<file path="src/rtl/wm_cycle_ctrl.sv">
// -----------------------------------------------------------------------------
// wm_cycle_ctrl
//
// Washing-machine program sequencer. It steps FILL -> WASH -> RINSE(xN) -> DRY
// -> DONE, advancing on the shared 1 s tick. For each phase LED it produces a
// 2-bit display code that the downstream LED display stage turns into pins.
//
// Optional feature (compile-time macro WM_PAUSE_EN):
//   When WM_PAUSE_EN is defined, a pause pulse while busy toggles a pause.
//   While paused, ticks are ignored and the active phase LED shows steady (1).
//   When WM_PAUSE_EN is undefined, the pause input is ignored and paused is 0.
//
// Ports
//   clk          in   1  system clock
//   reset        in   1  asynchronous reset, active-high
//   tick_1s      in   1  one-cycle enable, once per second
//   start        in   1  one-cycle start pulse (debounced upstream)
//   stop         in   1  one-cycle abort pulse
//   pause        in   1  one-cycle pause-toggle pulse (only with WM_PAUSE_EN)
//   water_sel    in   2  0=low 1=mid 2=high 3=high
//   repeat_sel   in   2  rinse passes = repeat_sel+1, 3 treated as 2
//   led_wash     out  2  wash LED code   (0=OFF 1=ON 2=BLINK)
//   led_rinse    out  2  rinse LED code
//   led_dry      out  2  dry LED code
//   busy         out  1  high in FILL/WASH/RINSE/DRY
//   paused       out  1  pause active
//   done_pulse   out  1  one-cycle pulse on the DRY->DONE transition
//   sec_left     out  8  seconds remaining in the current state, 0 in IDLE
//   rinse_left   out  2  rinse passes remaining incl. current, 0 outside RINSE
//   dbg_state    out  3  current FSM state encoding (debug observation only)
//
// Control inputs are single-cycle pulses sampled on every rising clk edge;
// there is no handshake. Priority within one cycle: stop > start > tick.
// -----------------------------------------------------------------------------
module wm_cycle_ctrl #(
    parameter int unsigned FILL_SEC  = 2,
    parameter int unsigned WASH_SEC  = 10,
    parameter int unsigned RINSE_SEC = 6,
    parameter int unsigned DRY_SEC   = 8,
    parameter int unsigned DONE_SEC  = 3
) (
    input  logic       clk,
    input  logic       reset,
    input  logic       tick_1s,
    input  logic       start,
    input  logic       stop,
    input  logic       pause,
    input  logic [1:0] water_sel,
    input  logic [1:0] repeat_sel,
    output logic [1:0] led_wash,
    output logic [1:0] led_rinse,
    output logic [1:0] led_dry,
    output logic       busy,
    output logic       paused,
    output logic       done_pulse,
    output logic [7:0] sec_left,
    output logic [1:0] rinse_left,
    output logic [2:0] dbg_state
);

    typedef enum logic [2:0] {
        S_IDLE  = 3'd0,
        S_FILL  = 3'd1,
        S_WASH  = 3'd2,
        S_RINSE = 3'd3,
        S_DRY   = 3'd4,
        S_DONE  = 3'd5
    } state_t;

    localparam logic [7:0] FILL_T1 = 8'(FILL_SEC);
    localparam logic [7:0] FILL_T2 = 8'(FILL_SEC * 2);
    localparam logic [7:0] FILL_T3 = 8'(FILL_SEC * 3);
    localparam logic [7:0] WASH_T  = 8'(WASH_SEC);
    localparam logic [7:0] RINSE_T = 8'(RINSE_SEC);
    localparam logic [7:0] DRY_T   = 8'(DRY_SEC);
    localparam logic [7:0] DONE_T  = 8'(DONE_SEC);

    localparam logic [1:0] LED_OFF   = 2'd0;
    localparam logic [1:0] LED_ON    = 2'd1;
    localparam logic [1:0] LED_BLINK = 2'd2;

    state_t     state_q, state_d;
    logic [7:0] timer_q, timer_d;
    logic [1:0] rinse_left_q, rinse_left_d;
    logic [1:0] rep_q, rep_d;
    logic       paused_q, paused_d;
    logic       done_pulse_q, done_pulse_d;
    logic       busy_q, busy_d;
    logic [5:0] leds_q, leds_d;

    logic       pause_ev;
    logic [7:0] fill_time;
    logic [1:0] rep_norm;

`ifdef WM_PAUSE_EN
    assign pause_ev = pause;
`else
    // Pause feature compiled out: the toggle never fires, so paused stays 0.
    logic unused_pause;
    assign unused_pause = pause;
    assign pause_ev     = 1'b0;
`endif

    // Water level only shapes the FILL duration, which is loaded at start,
    // so the level is captured in the timer itself rather than a separate latch.
    always_comb begin
        case (water_sel)
            2'd0:    fill_time = FILL_T1;
            2'd1:    fill_time = FILL_T2;
            default: fill_time = FILL_T3;
        endcase
    end

    assign rep_norm = (repeat_sel == 2'd3) ? 2'd2 : repeat_sel;

    // LED codes for a given state; the active phase drops from blink to
    // steady while paused.
    function automatic logic [5:0] leds_for(input state_t s, input logic pz);
        logic [1:0] act;
        act = pz ? LED_ON : LED_BLINK;
        case (s)
            S_FILL,
            S_WASH:  leds_for = {act, LED_ON, LED_ON};
            S_RINSE: leds_for = {LED_OFF, act, LED_ON};
            S_DRY:   leds_for = {LED_OFF, LED_OFF, act};
            S_DONE:  leds_for = {LED_OFF, LED_OFF, LED_OFF};
            default: leds_for = {LED_ON, LED_ON, LED_ON};
        endcase
    endfunction

    // Next-state logic
    always_comb begin
        state_d      = state_q;
        timer_d      = timer_q;
        rinse_left_d = rinse_left_q;
        rep_d        = rep_q;
        paused_d     = paused_q;
        done_pulse_d = 1'b0;

        case (state_q)
            S_IDLE: begin
                // stop also wins here: start+stop in IDLE stays IDLE
                if (start && !stop) begin
                    state_d = S_FILL;
                    timer_d = fill_time;
                    rep_d   = rep_norm;
                end
            end

            S_DONE: begin
                if (stop) begin
                    state_d = S_IDLE;
                    timer_d = 8'd0;
                end else if (start) begin
                    state_d = S_FILL;
                    timer_d = fill_time;
                    rep_d   = rep_norm;
                end else if (tick_1s) begin
                    if (timer_q > 8'd1) begin
                        timer_d = timer_q - 8'd1;
                    end else begin
                        state_d = S_IDLE;
                        timer_d = 8'd0;
                    end
                end
            end

            S_FILL, S_WASH, S_RINSE, S_DRY: begin
                if (stop) begin
                    state_d      = S_IDLE;
                    timer_d      = 8'd0;
                    rinse_left_d = 2'd0;
                    paused_d     = 1'b0;
                end else begin
                    if (pause_ev) begin
                        paused_d = ~paused_q;
                    end
                    // The tick is gated by the pause state held before this
                    // edge, so a pause pulse and tick together still count.
                    if (tick_1s && !paused_q) begin
                        if (timer_q > 8'd1) begin
                            timer_d = timer_q - 8'd1;
                        end else begin
                            case (state_q)
                                S_FILL: begin
                                    state_d = S_WASH;
                                    timer_d = WASH_T;
                                end
                                S_WASH: begin
                                    state_d      = S_RINSE;
                                    timer_d      = RINSE_T;
                                    rinse_left_d = rep_q + 2'd1;
                                end
                                S_RINSE: begin
                                    if (rinse_left_q > 2'd1) begin
                                        rinse_left_d = rinse_left_q - 2'd1;
                                        timer_d      = RINSE_T;
                                    end else begin
                                        state_d      = S_DRY;
                                        timer_d      = DRY_T;
                                        rinse_left_d = 2'd0;
                                    end
                                end
                                default: begin
                                    state_d      = S_DONE;
                                    timer_d      = DONE_T;
                                    done_pulse_d = 1'b1;
                                end
                            endcase
                        end
                    end
                end
            end

            default: begin
                // Illegal encoding: recover to a clean IDLE.
                state_d      = S_IDLE;
                timer_d      = 8'd0;
                rinse_left_d = 2'd0;
                paused_d     = 1'b0;
            end
        endcase

        // Outputs are computed from the next state so that they are plain
        // registers and change on the same edge as the state.
        busy_d = (state_d == S_FILL) || (state_d == S_WASH) ||
                 (state_d == S_RINSE) || (state_d == S_DRY);
        leds_d = leds_for(state_d, paused_d);
    end

    // State and output registers
    always_ff @(posedge clk or posedge reset) begin
        if (reset) begin
            state_q      <= S_IDLE;
            timer_q      <= 8'd0;
            rinse_left_q <= 2'd0;
            rep_q        <= 2'd0;
            paused_q     <= 1'b0;
            done_pulse_q <= 1'b0;
            busy_q       <= 1'b0;
            leds_q       <= {LED_ON, LED_ON, LED_ON};
        end else begin
            state_q      <= state_d;
            timer_q      <= timer_d;
            rinse_left_q <= rinse_left_d;
            rep_q        <= rep_d;
            paused_q     <= paused_d;
            done_pulse_q <= done_pulse_d;
            busy_q       <= busy_d;
            leds_q       <= leds_d;
        end
    end

    assign led_wash   = leds_q[5:4];
    assign led_rinse  = leds_q[3:2];
    assign led_dry    = leds_q[1:0];
    assign busy       = busy_q;
    assign paused     = paused_q;
    assign done_pulse = done_pulse_q;
    assign sec_left   = timer_q;
    assign rinse_left = rinse_left_q;
    assign dbg_state  = state_q;

endmodule

</file>
<file path="config.mk">
export PLATFORM = sky130hd
export DESIGN_NAME = wm_cycle_ctrl
export DESIGN_NICKNAME = d
export VERILOG_FILES = /design/src/rtl/wm_cycle_ctrl.sv
export SDC_FILE = /design/constraint.sdc
export NUM_CORES = 1
export LEC_CHECK = 0
export ABC_CLOCK_PERIOD_IN_PS = 2400
export BUFFER_PORTS_ARGS = -buffer_cell sky130_fd_sc_hd__buf_2
export CORE_MARGIN = 4
export CORE_UTILIZATION = 40
export DETAILED_ROUTE_END_ITERATION = 8
export GPL_TIMING_DRIVEN = 1
export PLACE_DENSITY_LB_ADDON = 0.15
export SYNTH_ARGS = -nofsm -noshare
export SYNTH_HDL_FRONTEND = slang
export SYNTH_SLANG_ARGS = --single-unit
export TNS_END_PERCENT = 1
</file>
<file path="constraint.sdc">
create_clock -name clk -period 2.4 [get_ports clk]
set_clock_uncertainty 0.05 [all_clocks]
set_input_delay 0.48 -clock clk [delete_from_list [all_inputs] [get_ports clk]]
set_output_delay 0.48 -clock clk [all_outputs]
set_load 0.01 [all_outputs]
</file>
After elaboration in Yosys (flattened, before gate mapping):

Index checks and enable logic that the tools add are counted.

* word-level logic and storage cells: 93
* register bits after elaboration: 24

* eq/ne operators: 19
* reduce and logical (&&, ||, !) cells: 17
* bitwise logic cells: 1
* muxes and demuxes: 43
* $add $sub $neg: 3
* order comparisons: 2

Operator list (number)
* $mux W8: 8
* $mux W3: 9
* $pmux W6 S4: 1
* $pmux W8 S3: 1
* $mux W2: 9
* $pmux W3 S3: 2
* $eq A3 B2 Y1 const B: 4
* $eq A3 B3 Y1 const B: 4
* $pmux W2 S2: 3
* $pmux W4 S3: 1
* $gt A8 B1 Y1 const B: 1
* $ne A4 B4 Y1 const B: 2
* $reduce_and A4 Y1: 2
* $sub A8 B1 Y8 const B: 1
* $eq A3 B1 Y1 const B: 2
* $mux W1: 6
* $ne A2 B2 Y1 const B: 3
* $ne A3 B3 Y1 const B: 2
* $pmux W3 S2: 1
* $mux W4: 1
* $reduce_or A2 Y1: 2
* $reduce_or A4 Y1: 1
* $logic_not A3 Y1: 1
* $logic_or A1 B1 Y1: 3
* other kinds (13): 15

Longest topological paths before layout:

* depth in word-level cells: 11
* depth in mapped cells: 9
* depth with buffers taken out: 8

Least setup slack after synthesis:

Ideal clock, no wire load.

* path type: reg-to-reg
* start point: register timer_q[0], in the netlist sec_left[0]
* end point: register timer_q[2], in the netlist sec_left[2]
* clock period less this slack: 2.530 ns
* arrival: 2.404 ns
* path slack: -0.130 ns
* library setup time: 0.076 ns
* stages on the path, launching flop included: 10
* buffers on the path: 1
* path through: dfrtp_1 > inv_1 > ha_1 > nor2_1 > nor4_2 > or4_1 > buf_2 > or3b_2 > o311a_1 > o21ai_1

* longest elaborated chain between the ends: 6

Ends and longest elaborated chain
* start, declared: RTL line 83 `logic [7:0] timer_q, timer_d;`
* start signal, assigned: RTL line 244 `timer_q <= timer_d;`
* $sub A8 B1 Y8 / $gt A8 B1 Y1 (equally long branches)
* $mux W8: RTL line 159 `if (timer_q > 8'd1) begin`
* $mux W8: RTL line 158 `end else if (tick_1s) begin`
* $mux W8: RTL line 154 `end else if (start) begin`
* $mux W8: RTL line 151 `if (stop) begin`
* $pmux W8 S3 (*): RTL line 140 `case (state_q)`

Every way passes the cells marked *; elsewhere a longest branch is shown, timed or not. The select of a mux whose other input is x is not followed.
A chain may end at the register's enable or synchronous reset.

Final worst setup path:

* start point: register timer_q[2], in the netlist sec_left[2]
* end point: register leds_q[4]

* longest elaborated chain between the ends: 9

Ends and longest elaborated chain
* $gt A8 B1 Y1 (*): RTL line 159, 181
* $mux W3: RTL line 159
* $mux W3: RTL line 158
* $mux W3: RTL line 154
* $mux W3: RTL line 151
* $pmux W3 S3 (*): RTL line 140
* via state_d[0]: RTL line 82 `state_t state_q, state_d;`
* $eq A3 B1 Y1 / $eq A3 B2 Y1 (equally long branches): RTL line 121 `case (s)`
* $reduce_or A2 Y1: RTL line 121
* $pmux W6 S4 (*): RTL line 121
* via leds_d[4]: RTL line 89 `logic [5:0] leds_q, leds_d;`
* end signal, assigned: RTL line 241 `leds_q <= {LED_ON, LED_ON, LED_ON};`
* end signal, assigned: RTL line 250 `leds_q <= leds_d;`
* end, declared: RTL line 89

Mark *: on every way through the listed nets, which the timed path passes. The rest lies on a longest branch.

==> impl_metrics.json <==
{
  "die_area_um2": 4700,
  "yosysTopAreaCellShare_pct": 35.8,
  "ys_seq_area_share_pct": 41.2,
  "grt_pass1_vias": 1339,
  "power.total_w": 0.00133,
  "placed_cell_area_um2": 1790,
  "rsz0062_at_grt": "true",
  "drive_above_1_share_pct": 36.6,
  "end_kind": "flop",
  "clk_pin_slew_ns": 0.10,
  "max_stage_delay_ns": 0.57,
  "arrival_ns": 2.56,
  "cts_buffer_depth": 2,
  "irDropWorstVdd_uv": 281,
  "synth.distinct_cells": 49,
  "setup_viol": 0,
  "p_int_w": 0.000885,
  "maxCapViolations": 0,
  "num_antenna_cells": 0,
  "top_layer": "met4",
  "critPathKind": "reg2reg",
  "post-route-util_pct": 54.8,
  "fin_crit_ns": 2.39,
  "ioPinCount": 32,
  "crit_path_cell_trace": "or4_4, nor4b_4, mux2i_1, o211ai_4, maj3_1, nor2_1",
  "synthCells": 155,
  "drc_errors": 0,
  "synth_xor_area_share_pct": 1.79,
  "synth_top_family_by_area": "simple AND/OR/NAND/NOR gates",
  "routed_wl_um": 3720,
  "area_growth_pct": 28.6,
  "rows": 21,
  "yosysWarnings": 0,
  "synthAdderAreaFrac_pct": 2.39,
  "yosysMostFrequentCell": "dfrtp_1",
  "dp_hpwl_um": 2740,
  "synth-simple-area-share_pct": 26.5,
  "routed-via-count": 1354,
  "p_switching_w": 0.000444,
  "die_w_um": 68.6,
  "r2r-end": "leds_q[4]$_DFF_PP1_",
  "fmax_ghz": 0.418,
  "worst_pin_slew_ns": 0.547,
  "cts-buffers-inserted": 3,
  "outcome": "finished, final reports clean",
  "port_buffers": 30,
  "regArea_um2": 606,
  "ff2ff_path_depth": 6,
  "cts_tree": "done",
  "numPlacedInstances": 243,
  "regToRegSetupSlack_ns": 0.01,
  "hold_path_class": "in2async",
  "synth_compound_area_share_pct": 22.3,
  "slew_viol_final": 0,
  "pwr-share-comb_pct": 35.4,
  "initial_utilization_pct": 42.6,
  "swShare_pct": 33.4,
  "syn_nets": 167,
  "hold_viol_final": 0,
  "grt_overflow_total": 0,
  "via_per_inst": 5.46,
  "critPathLaunchType": "flop",
  "grt_usage_pct": 18.0,
  "syn_area_per_cell_um2": 9.47,
  "relSlewSlack_pct": 63.2,
  "antenna_found_initial": 0,
  "dr.pass1.iters": 4,
  "clk_latency_ns": 0.28,
  "p_per_area_nw_per_um2": 704,
  "synth_top_area_cell": "dfrtp_1",
  "required_ns": 2.57,
  "crit_fanout": 5,
  "leakage_nw": 0.886,
  "async_reset_ff_share_pct": 100,
  "multi_input_area_um2": 830,
  "seqPwrFrac_pct": 36.6,
  "gp_congestion": 0.836,
  "layout.nets": 215,
  "grt_max_degree": 25,
  "coreArea_um2": 3440,
  "clockRootBuffer": "clkbuf_8",
  "reg2reg_from": "sec_left[2]$_DFFE_PP0P_",
  "synthMuxAreaShare_pct": 2.13,
  "drt_iter0_markers": 78,
  "instances_no_fill": 248,
  "p_clk_share_pct": 27.9,
  "die_h_um": 68.6,
  "n_fill_cell": 335,
  "post-route-period-util_pct": 99.6,
  "synth_flop_cell": "dfrtp_1",
  "cts_sinks": 24,
  "met3_length_um": 196,
  "synthTopCellsByCount": "dfrtp_1 (21), o21ai_0 (16), nor2_1 (15)",
  "ant_nets": 0,
  "yosys-top-cells-area": "dfrtp_1 (36%), o21ai_0 (5.5%), dfstp_2 (5.4%), nor2_1 (3.8%), a21oi_1 (3.8%)",
  "cpMaxStageDelayCell": "or4_4",
  "finalInstanceArea_um2": 1890,
  "wl_per_cell_um": 15.0,
  "synth_seq_cells": 24,
  "grt_pass1_wl_um": 6310,
  "syn-cell-area_um2": 1470,
  "wl_met1_um": 1680,
  "synth_edf_count": 0,
  "cts.htree.levels": 1,
  "dr_wl_met2_um": 1810
}
## metal layers
layer	vias up	track usage, %
met5	-	0
met4	0	5.71
met3	3	2.92
met2	41	28.5
met1	654	25.0
li1	656	-
## stage by stage
step	worst slack [ns]	hold slack (ns)	TNS, ns
finish	0.00979	0.179	0
global route	-0.116	0.232	-0.463
CTS	0.0101	0.195	0
detailed placement	-0.0234	0.471	-0.0330
global placement	-0.00271	0.456	-0.00271
floorplan	0.00695	0.437	0
## worst max-delay path by stage
stage	cells after the start	end	start	slack (ns)
after floorplan	6	leds_q[4]$_DFF_PP1_	sec_left[2]$_DFFE_PP0P_	0.007
after global placement	6	leds_q[4]$_DFF_PP1_	sec_left[2]$_DFFE_PP0P_	-0.003
after detailed placement	8	leds_q[5]$_DFF_PP0_	sec_left[2]$_DFFE_PP0P_	-0.02
after CTS	8	leds_q[5]$_DFF_PP0_	sec_left[2]$_DFFE_PP0P_	0.01
after global routing	8	leds_q[5]$_DFF_PP0_	sec_left[2]$_DFFE_PP0P_	-0.12
final	6	leds_q[4]$_DFF_PP1_	sec_left[2]$_DFFE_PP0P_	0.01
## registers in the layout, indices dropped and copies added, names as in the netlist
name / cells
rinse_left: 2
dbg_state: 3
paused: 1
done_pulse: 1
rep_q: 2
leds_q: 6
busy: 1
sec_left: 8
## layout by cell type (no fill, tap or decap), types with 3 or more instances in the layout
cell type | netlist | final
o21ai_0 | 16 | 16
nand2b_1 | 5 | 5
dfrtp_1 | 21 | 20
dfstp_2 | 3 | 3
a21oi_1 | 11 | 11
buf_4 | 0 | 19
buf_2 | 1 | 30
clkbuf_8 | 0 | 3
nor2_1 | 15 | 14
inv_1 | 8 | 8
nor3_1 | 6 | 6
nand3b_1 | 3 | 3
nor2b_1 | 4 | 4
nand2_1 | 9 | 9
and3_1 | 3 | 3
## repair_timing
item / 4_1_cts / 5_1_grt
hold endpoints to repair: 0 / 0
hold buffers: 0 / 0
gates resized for setup: 0 / 3
setup endpoints to repair: 3 / 9
setup buffers: 1 / 0
pin swaps: 1 / 0
## kinds of logic after synthesis
| family | Yosys count |
|---|---|
| flip-flops | 24 |
| AND/OR/NAND/NOR | 61 |
| multiplexers | 3 |
| adder cells (fa/ha/maj) | 3 |
| XOR/XNOR | 3 |
| buffers and inverters | 14 |
| AO/OA/AOI/OAI | 47 |
## power by group through the flow
stage | clock [W] | sequential (W) | combinational, W
global placement | 0 | 0.000491 | 0.000444
global route | 0.000390 | 0.000494 | 0.000521
finish | 0.000371 | 0.000487 | 0.000471
detailed placement | 0 | 0.000494 | 0.000456
floorplan | 0 | 0.000513 | 0.000261
CTS | 0.000376 | 0.000486 | 0.000462
## critical path: cells and delay by family, from the launching register on
family	cells	cell delay (ns)
flip-flops	1	0.39
AO/OA/AOI/OAI	1	0.16
adder cells (fa/ha/maj)	1	0.35
AND/OR/NAND/NOR	3	1.01
multiplexers	1	0.37
## layout make-up
class                           instances  share of cell area (%)
Clock inverter                          1                    1.59
Sequential cell                        24                    32.1
Multi-Input combinational cell        117                    44.0
Clock buffer                            3                    2.19
Timing Repair Buffer                   49                    15.5
Tap cell                               46                    3.05
Inverter                                8                    1.59
(Power assumes the default switching activity.)
